## src/rtl/fifo_chain_if.sv

```systemverilog
// fifo_chain_if: producer/consumer bundle for fifo_chain.
//   master : drives push/data_in/pop/err_clr, observes status and read data
//   slave  : the chain itself
// Status: data_out (show-ahead head, 0 when empty), out_valid, in_ready,
// per-stage empty/full, total count, sticky overflow/underflow.
interface fifo_chain_if #(
  parameter int WIDTH       = 8,
  parameter int STAGES      = 2,
  parameter int STAGE_DEPTH = 4,
  parameter int CNT_W       = $clog2(STAGES*STAGE_DEPTH+1)
);
  logic              push;
  logic [WIDTH-1:0]  data_in;
  logic              pop;
  logic              err_clr;
  logic [WIDTH-1:0]  data_out;
  logic              out_valid;
  logic              in_ready;
  logic [STAGES-1:0] empty;
  logic [STAGES-1:0] full;
  logic [CNT_W-1:0]  count;
  logic              overflow;
  logic              underflow;

  modport master (
    output push, data_in, pop, err_clr,
    input  data_out, out_valid, in_ready, empty, full, count, overflow, underflow
  );

  modport slave (
    input  push, data_in, pop, err_clr,
    output data_out, out_valid, in_ready, empty, full, count, overflow, underflow
  );
endinterface

```

## src/rtl/fifo_chain.sv

```systemverilog
// fifo_chain: STAGES cascaded circular-buffer FIFOs with automatic forwarding.
// Ports:
//   clk   - rising-edge clock
//   rst   - asynchronous active-low reset
//   bus   - fifo_chain_if.slave (push/data_in into stage 0, pop from the
//           last stage, err_clr, and all status outputs)
// A word moves from stage i to i+1 whenever stage i is non-empty and stage
// i+1 is non-full, both judged on pre-edge state (no look-through).

// One buffer stage. The parent guarantees i_wr only when not full and
// i_rd only when not empty.
module fifo_chain_stage #(
  parameter int WIDTH = 8,
  parameter int DEPTH = 4
) (
  input  logic             clk,
  input  logic             rst,
  input  logic             i_wr,
  input  logic [WIDTH-1:0] i_wdata,
  input  logic             i_rd,
  output logic [WIDTH-1:0] o_head,
  output logic             o_empty,
  output logic             o_full
);
  localparam int PW = $clog2(DEPTH);
  localparam int CW = $clog2(DEPTH+1);

  logic [WIDTH-1:0] r_mem [DEPTH];
  logic [PW-1:0]    r_wptr, r_rptr;
  logic [CW-1:0]    r_cnt;

  // DEPTH is a power of two, so pointers wrap by natural overflow.
  always_ff @(posedge clk or negedge rst) begin
    if (!rst) begin
      r_wptr <= '0;
      r_rptr <= '0;
      r_cnt  <= '0;
    end else begin
      if (i_wr) r_wptr <= r_wptr + 1'b1;
      if (i_rd) r_rptr <= r_rptr + 1'b1;
      if (i_wr && !i_rd)      r_cnt <= r_cnt + 1'b1;
      else if (!i_wr && i_rd) r_cnt <= r_cnt - 1'b1;
    end
  end

  // Storage needs no reset: it is only observed through r_cnt/r_rptr.
  always_ff @(posedge clk) begin
    if (i_wr) r_mem[r_wptr] <= i_wdata;
  end

  assign o_head  = r_mem[r_rptr];
  assign o_empty = (r_cnt == '0);
  assign o_full  = (r_cnt == CW'(DEPTH));
endmodule

module fifo_chain #(
  parameter int WIDTH       = 8,
  parameter int STAGES      = 2,
  parameter int STAGE_DEPTH = 4,
  parameter int CNT_W       = $clog2(STAGES*STAGE_DEPTH+1)
) (
  input  logic        clk,
  input  logic        rst,
  fifo_chain_if.slave bus
);
  logic [STAGES-1:0]            w_wr, w_rd, w_empty, w_full;
  logic [STAGES-1:0][WIDTH-1:0] w_wdata, w_head;
  logic                         w_acc_push, w_acc_pop;
  logic [CNT_W-1:0]             r_count;
  logic                         r_ovf, r_udf;

  assign w_acc_push = bus.push && !w_full[0];
  assign w_acc_pop  = bus.pop  && !w_empty[STAGES-1];

  for (genvar g = 0; g < STAGES; g++) begin : g_stage
    if (g == 0) begin : g_in
      assign w_wr[g]    = w_acc_push;
      assign w_wdata[g] = bus.data_in;
    end else begin : g_fwd_in
      assign w_wr[g]    = !w_empty[g-1] && !w_full[g];
      assign w_wdata[g] = w_head[g-1];
    end

    if (g == STAGES-1) begin : g_out
      assign w_rd[g] = w_acc_pop;
    end else begin : g_fwd_out
      assign w_rd[g] = !w_empty[g] && !w_full[g+1];
    end

    fifo_chain_stage #(.WIDTH(WIDTH), .DEPTH(STAGE_DEPTH)) u_stage (
      .clk     (clk),
      .rst     (rst),
      .i_wr    (w_wr[g]),
      .i_wdata (w_wdata[g]),
      .i_rd    (w_rd[g]),
      .o_head  (w_head[g]),
      .o_empty (w_empty[g]),
      .o_full  (w_full[g])
    );
  end

  // Forwarding is internal, so only the chain ends move the total.
  always_ff @(posedge clk or negedge rst) begin
    if (!rst) begin
      r_count <= '0;
    end else if (w_acc_push && !w_acc_pop) begin
      r_count <= r_count + 1'b1;
    end else if (!w_acc_push && w_acc_pop) begin
      r_count <= r_count - 1'b1;
    end
  end

  // A fresh error beats a simultaneous clear.
  always_ff @(posedge clk or negedge rst) begin
    if (!rst) begin
      r_ovf <= 1'b0;
      r_udf <= 1'b0;
    end else begin
      if (bus.push && w_full[0])               r_ovf <= 1'b1;
      else if (bus.err_clr)                    r_ovf <= 1'b0;
      if (bus.pop && w_empty[STAGES-1])        r_udf <= 1'b1;
      else if (bus.err_clr)                    r_udf <= 1'b0;
    end
  end

  assign bus.out_valid = !w_empty[STAGES-1];
  assign bus.data_out  = bus.out_valid ? w_head[STAGES-1] : '0;
  assign bus.in_ready  = !w_full[0];
  assign bus.empty     = w_empty;
  assign bus.full      = w_full;
  assign bus.count     = r_count;
  assign bus.overflow  = r_ovf;
  assign bus.underflow = r_udf;
endmodule

```

## src/flat_wrapper.sv

```systemverilog
// flat-port wrapper written by rule: the top's interface ports become plain ports
module fifo_chain_flat 
#(
  parameter int WIDTH       = 8,
  parameter int STAGES      = 2,
  parameter int STAGE_DEPTH = 4,
  parameter int CNT_W       = $clog2(STAGES*STAGE_DEPTH+1)
)
  (clk, rst, bus_push, bus_data_in, bus_pop, bus_err_clr, bus_data_out, bus_out_valid, bus_in_ready, bus_empty, bus_full, bus_count, bus_overflow, bus_underflow);
  fifo_chain_if #(.WIDTH(WIDTH), .STAGES(STAGES), .STAGE_DEPTH(STAGE_DEPTH), .CNT_W(CNT_W)) bus_i ();
  input  logic clk;
  input  logic rst;
  input wire logic [$bits(bus_i.push)-1:0] bus_push;
  input wire logic [$bits(bus_i.data_in)-1:0] bus_data_in;
  input wire logic [$bits(bus_i.pop)-1:0] bus_pop;
  input wire logic [$bits(bus_i.err_clr)-1:0] bus_err_clr;
  output wire logic [$bits(bus_i.data_out)-1:0] bus_data_out;
  output wire logic [$bits(bus_i.out_valid)-1:0] bus_out_valid;
  output wire logic [$bits(bus_i.in_ready)-1:0] bus_in_ready;
  output wire logic [$bits(bus_i.empty)-1:0] bus_empty;
  output wire logic [$bits(bus_i.full)-1:0] bus_full;
  output wire logic [$bits(bus_i.count)-1:0] bus_count;
  output wire logic [$bits(bus_i.overflow)-1:0] bus_overflow;
  output wire logic [$bits(bus_i.underflow)-1:0] bus_underflow;
  assign bus_i.push = bus_push;
  assign bus_i.data_in = bus_data_in;
  assign bus_i.pop = bus_pop;
  assign bus_i.err_clr = bus_err_clr;
  assign bus_data_out = bus_i.data_out;
  assign bus_out_valid = bus_i.out_valid;
  assign bus_in_ready = bus_i.in_ready;
  assign bus_empty = bus_i.empty;
  assign bus_full = bus_i.full;
  assign bus_count = bus_i.count;
  assign bus_overflow = bus_i.overflow;
  assign bus_underflow = bus_i.underflow;
  fifo_chain #(.WIDTH(WIDTH), .STAGES(STAGES), .STAGE_DEPTH(STAGE_DEPTH), .CNT_W(CNT_W)) u_core (.clk(clk), .rst(rst), .bus(bus_i));
endmodule
```

## config.mk

```make
export PLATFORM = sky130hd
export DESIGN_NAME = fifo_chain_flat
export DESIGN_NICKNAME = d
export VERILOG_FILES = /design/src/rtl/fifo_chain_if.sv /design/src/rtl/fifo_chain.sv /design/src/flat_wrapper.sv
export SDC_FILE = /design/constraint.sdc
export NUM_CORES = 1
export LEC_CHECK = 0
export CAP_MARGIN = 20
export CELL_PAD_IN_SITES_DETAIL_PLACEMENT = 0
export CELL_PAD_IN_SITES_GLOBAL_PLACEMENT = 1
export CORE_MARGIN = 8
export CORE_UTILIZATION = 40
export DETAILED_ROUTE_END_ITERATION = 8
export PLACE_DENSITY = 0.74
export RECOVER_POWER = 25
export SLEW_MARGIN = 20
export SYNTH_ARGS = -nofsm -noshare
export SYNTH_HDL_FRONTEND = slang
export SYNTH_SLANG_ARGS = --single-unit
```

## constraint.sdc

```tcl
create_clock -name clk -period 7.7 [get_ports clk]
set_clock_uncertainty 0.1 [all_clocks]
set_input_delay 1.54 -clock clk [delete_from_list [all_inputs] [get_ports clk]]
set_output_delay 1.54 -clock clk [all_outputs]
set_load 0.05 [all_outputs]
```

Yosys cells after proc, flatten, opt, wreduce, memory -nomap -nowiden
Memory sizes are Yosys's and may differ from the RTL's.
Index checks and enable logic that the tools add are counted.

word-level totals
  bits of input ports = 13
  memories kept = 2
  bits in writable memories = 64
  output and inout port bits = 20
  register bits = 20
  word-level logic and storage cells = 62

memory list
  memory                           depth  width  rd ports  clocked after Yosys merged registers in  wr ports  RTL line          text
  u_core.g_stage[0].u_stage.r_mem  4      8      1         0                                        1         fifo_chain.sv:28  logic [WIDTH-1:0] r_mem [DEPTH];
  u_core.g_stage[1].u_stage.r_mem  4      8      1         0                                        1         fifo_chain.sv:28

operators by class
  multiplexer cells = 14
  add/sub/neg operators = 10
  eq/ne operators = 2
  reductions and logical operators = 25

operator list
  cell                   count
  $mux W3                4
  $logic_and A1 B1 Y1    11
  $reduce_bool A2 Y1     5
  $add A2 B1 Y2 const B  4
  $mux W4                2
  $mux W8                1
  $logic_not A1 Y1       7
  $mux W1                7
  $add A3 B1 Y3 const B  2
  $eq A3 B3 Y1 const B   2
  $logic_not A3 Y1       2
  $sub A3 B1 Y3 const B  2
  $add A4 B1 Y4 const B  1
  $sub A4 B1 Y4 const B  1

Depth between registers and ports, before layout
  word-level depth = 7
  gate-level depth with buffers = 9
  gate-level depth less buffers = 9

Hierarchy
Synthesis repeated with hierarchy kept, for this count alone.

unflattened totals
  cell total of the unflattened synthesis = 202
  area total of the unflattened synthesis = 3549.7 um^2

modules (own cells, without submodules)
  module            times used  area each (um^2)  seq. area each (um^2)  cells an instance
  fifo_chain_stage  2           1547.7            1136.1                 76
  fifo_chain        1           454.2             150.1                  50

Least setup slack after synthesis
OpenSTA, ideal clock, no wires.

  path kind = input-to-reg
  from = in bus_push
  to = reg u_core.r_count[3], in the netlist u_core.bus.count[3]
  path slack = 4.358 ns
  buffers on the path = 1
  library setup time = 0.131 ns
  required time = 7.469 ns
  data arrival time = 3.112 ns
  stages on the path = 8
  path through = nor2b_2 buf_6 ha_1 inv_1 ha_1 or4_1 o211ai_1 o211ai_1

between the ends
  cells in the longest elaborated chain, start to end = 4
  elaborated cells on any way between the ends = 6
  those cells by class = 1 x mux; 5 x reduce/logical

RTL lines
  what                                 RTL line            text
  start, declared                      flat_wrapper.sv:13  input wire logic [$bits(bus_i.push)-1:0] bus_push;
  $logic_and A1 B1 Y1 (*)              fifo_chain.sv:72    assign w_acc_push = bus.push && !w_full[0];
  net u_core.g_stage[0].u_stage.i_wr   fifo_chain.sv:18    input logic i_wr,
  $logic_not A1 Y1                     fifo_chain.sv:108   end else if (!w_acc_push && w_acc_pop) begin
  $logic_and A1 B1 Y1                  fifo_chain.sv:108
  $reduce_bool A2 Y1 (no source line)  --
  end signal, assigned                 fifo_chain.sv:107   r_count <= r_count + 1'b1;
  end signal, assigned                 fifo_chain.sv:109   r_count <= r_count - 1'b1;
  end, declared                        fifo_chain.sv:69    logic [CNT_W-1:0] r_count;

Mark *: on every way through the listed nets, which the timed path passes. The rest lies on a longest branch.
A chain may end at the register's enable or synchronous reset.

Final worst setup path
  from = reg u_core.g_stage[1].u_stage.r_rptr[0]
  to = out bus_data_out[3]

between the ends
  cells in the longest elaborated chain, start to end = 2

RTL lines
  what                    RTL line            text
  start, declared         fifo_chain.sv:29    logic [PW-1:0] r_wptr, r_rptr;
  start signal, assigned  fifo_chain.sv:40    if (i_rd) r_rptr <= r_rptr + 1'b1;
  $mem_v2 Z4 W8           --
  $mux W8                 fifo_chain.sv:127   assign bus.data_out = bus.out_valid ? w_head[STAGES-1] : '0;
  end, declared           flat_wrapper.sv:17  output wire logic [$bits(bus_i.data_out)-1:0] bus_data_out;

Every way passes these cells.

==> key figures <==
Synthesis
  • Synth Area in Simple Gates: 6.85%
  • Synth warn: 0
  • Mean area per synthesized cell: 17.7 um^2
  • Post-Syn Instances: 204
  • Post-synthesis adder-cell area fraction: 6.16%
  • Mux contribution to synthesized area: 12.0%
  • Syn Std Cell Area: 0.00362 mm^2
  • Seq/Total Area, Yosys: 67.0%
  • Largest family of logic cells by synthesized area: multiplexers
  • Net Count, Synth: 233
  • Compound-Gate Fraction of Synth Area: about 1.4%
  • Netlist cell types: 35
  • XOR/XNOR Fraction of Synth Area: ~3.4%
  • Yosys reg bits: 84

Layout
  • Ant diodes: 0
  • Share of cells above drive strength 1: between 10% and 20%
  • Area Growth Syn to Fin: 14.4%
  • Layout Nets: 265

Timing
  • Worst-Margin Slew: 0.938 ns
  • Hold violation total from the final report: 0
  • FMAX: 241 MHz
  • Setup TNS: 0 ns
  • Setup violations, final: 0
  • Max-slew headroom: 37.2%
  • Max-slew violations: 0
  • RSZ-0062 raised after global routing: false
  • Final min period: 4.15 ns
  • Tcrit/Tclk final: 53.9%

Critical path
  • Critical Path RT: approximately 6.1 ns
  • Setup CP Type: reg -> out
  • Setup crit end kind: output port
  • CP startpoint kind: flip-flop
  • Worst Path Arrival: approximately 2.5 ns
  • CP Max Fanout: 10

Drt
  • WL/cell: between 15 and 20 um
  • Routed length on met3: 234 um
  • Routed wl met2: 2980 um
  • Router iterations before antenna repair: 4
  • Final wirelength: 5740 um
  • Iteration-0 DRC Markers: 61
  • Number of vias per cell: 4.94
  • Vias post-DR: 1,718
  • Met1 WL: 2430 um
  • Post-DRT Antenna Nets: 0
  • Residual DRC: 0
  • Max layer used: met4

GRT
  • Largest net degree at the start of global routing: 21
  • Antenna violations before repair: 0
  • Remaining Overflow, GRT: 0
  • Overall Global Routing Usage: 9.76%
  • Vias in the first global route: about 1,800
  • First-pass GRT wire length: approximately 9400 um

Floorplanning
  • Die width: 111 um
  • Vert. Die Dim: 111 um
  • DIE AREA: 0.0123 mm^2
  • Initial Util: 41.3%
  • Core area: 0.00876 mm^2
  • # IOs: 33
  • Rows: 34

CTS
  • CTS tree: done
  • Post-cts sizing count: 0
  • H-tree depth: 3
  • Max Root-Sink Buffers: 2
  • CTS root buf: clkbuf_8
  • Post-CTS Setup Bufs: 0
  • Worst-path clk slew: 0.08 ns
  • Cts bufs inserted: 9
  • Num Clock Sinks: 84
  • Post-CTS Hold Buffers: 0
  • Clk Latency, worst-skew pair: 0.34 ns

Placed design
  • Port Buffer Count: 32
  • HPWL Detailed: 3980 um
  • Placer Congestion: approximately 0.72

Min path
  • Worst Hold Class: reg -> reg

Job
  • # Max-Cap Violations: 0

Outcome
  • Outcome: completed
==> critical path, cell delays in order, from the launching register on <==
cell	delay [ns]
dfrtp_1	0.72
mux4_2	0.58
and2_1	0.17
clkdlybuf4s50_1	0.69
==> cells by family after synthesis <==
logic type,count (synthesis)
flops,84
simple gates,37
buf+inv,23
mux,22
fa+ha+maj,16
xor+xnor,14
compound gates,8
==> cells in the mapped netlist (all sizes together) <==
library cell  count  area share, %
inv              12            1.2
nand2             5           0.52
nor2              3           0.52
xnor2             8            1.9
mux2i             1           0.28
a21oi             2           0.28
buf               9            1.7
nand3             3           0.42
nor2b             1           0.24
dfrtp            20             14
o211ai            2           0.42
a2111o            1           0.31
ha               13            4.5
fa                3            1.7
and2             16            2.9
or3               2           0.35
o21ai             3           0.42
clkbuf            2           0.21
mux4             16             10
xor2              6            1.5
mux2              5            1.8
nor3              2           0.42
edfxtp           64             53
nand3b            1           0.21
or4               1           0.21
nor3b             3            1.1
==> per-stage QoR <==
step / hold slack [ns] / std cells / worst slack, ns / utilization (%) / instance area, um^2
floorplan: 0.347 / 204 / 4.36 / - / 3620
global placement: 0.373 / 333 / 3.64 / 45.7 / 4000
detailed placement: 0.377 / 333 / 3.56 / 45.7 / 4000
CTS: 0.388 / 348 / 3.47 / 47.5 / 4160
global route: 0.408 / 348 / 3.36 / 47.2 / 4140
finish: 0.389 / 348 / 3.55 / 47.2 / 4140
==> cell type report <==
type / count / area [um^2]
fillers: 759 / 4630
flip-flops and latches: 84 / 2420
multi-input cells: 97 / 1060
repair buffers: 32 / 320
well taps: 108 / 135
clock buffers: 10 / 128
inverters: 12 / 45.0
clock inverters: 5 / 30.0
==> layer usage <==
| layer | vias up | track usage (%) |
|---|---|---|
| met4 | 0 | 5.33 |
| met5 | - | 0 |
| met2 | 35 | 16.7 |
| met3 | 9 | 2.87 |
| met1 | 865 | 10.7 |
| li1 | 809 | - |
==> cell usage in the layout (no fill, tap or decap), types with 3 or more instances in the layout <==
cell,instances
ha_1,13
clkinvlp_4,3
o21ai_0,3
and2_1,10
edfxtp_1,64
dfrtp_1,20
fa_1,3
and2_2,4
nand3_1,3
inv_1,12
mux4_2,16
clkbuf_8,9
nor2_1,3
mux2_2,4
xnor2_1,8
nand2_1,5
xor2_1,6
clkdlybuf4s50_1,32
==> flip-flops by register name (all words and copies together), names as in the netlist <==
signal,cells
u_core.g_stage.u_stage.r_mem,64
u_core.bus.overflow,1
u_core.g_stage.u_stage.r_cnt,6
u_core.g_stage.u_stage.r_rptr,4
u_core.bus.count,4
u_core.bus.underflow,1
u_core.g_stage.u_stage.r_wptr,4
==> path summary, 6_finish.rpt <==
path | from | end | slack (ns) | depth (start not counted)
setup / recovery | u_core.g_stage[1].u_stage.r_rptr[0]$_DFFE_PN0P_ | bus_data_out[3] | 3.55 | 3
hold / removal | u_core.g_stage[1].u_stage.r_cnt[2]$_DFFE_PN0P_ | u_core.g_stage[1].u_stage.r_cnt[2]$_DFFE_PN0P_ | 0.39 | 1
setup reg to reg | u_core.g_stage[1].u_stage.r_cnt[1]$_DFFE_PN0P_ | u_core.bus.count[3]$_DFFE_PN0P_ | 4.76 | 8
hold reg to reg | u_core.g_stage[1].u_stage.r_cnt[2]$_DFFE_PN0P_ | u_core.g_stage[1].u_stage.r_cnt[2]$_DFFE_PN0P_ | 0.39 | 1
max in group asynchronous | rst | u_core.g_stage[1].u_stage.r_wptr[1]$_DFFE_PN0P_ | 5.31 | 1
min in group asynchronous | rst | u_core.g_stage[1].u_stage.r_cnt[0]$_DFFE_PN0P_ | 1.62 | 1
Power is left out: the tool's default activity adds up to more than one toggle a clock period on the data nets, which glitch-free logic cannot reach.
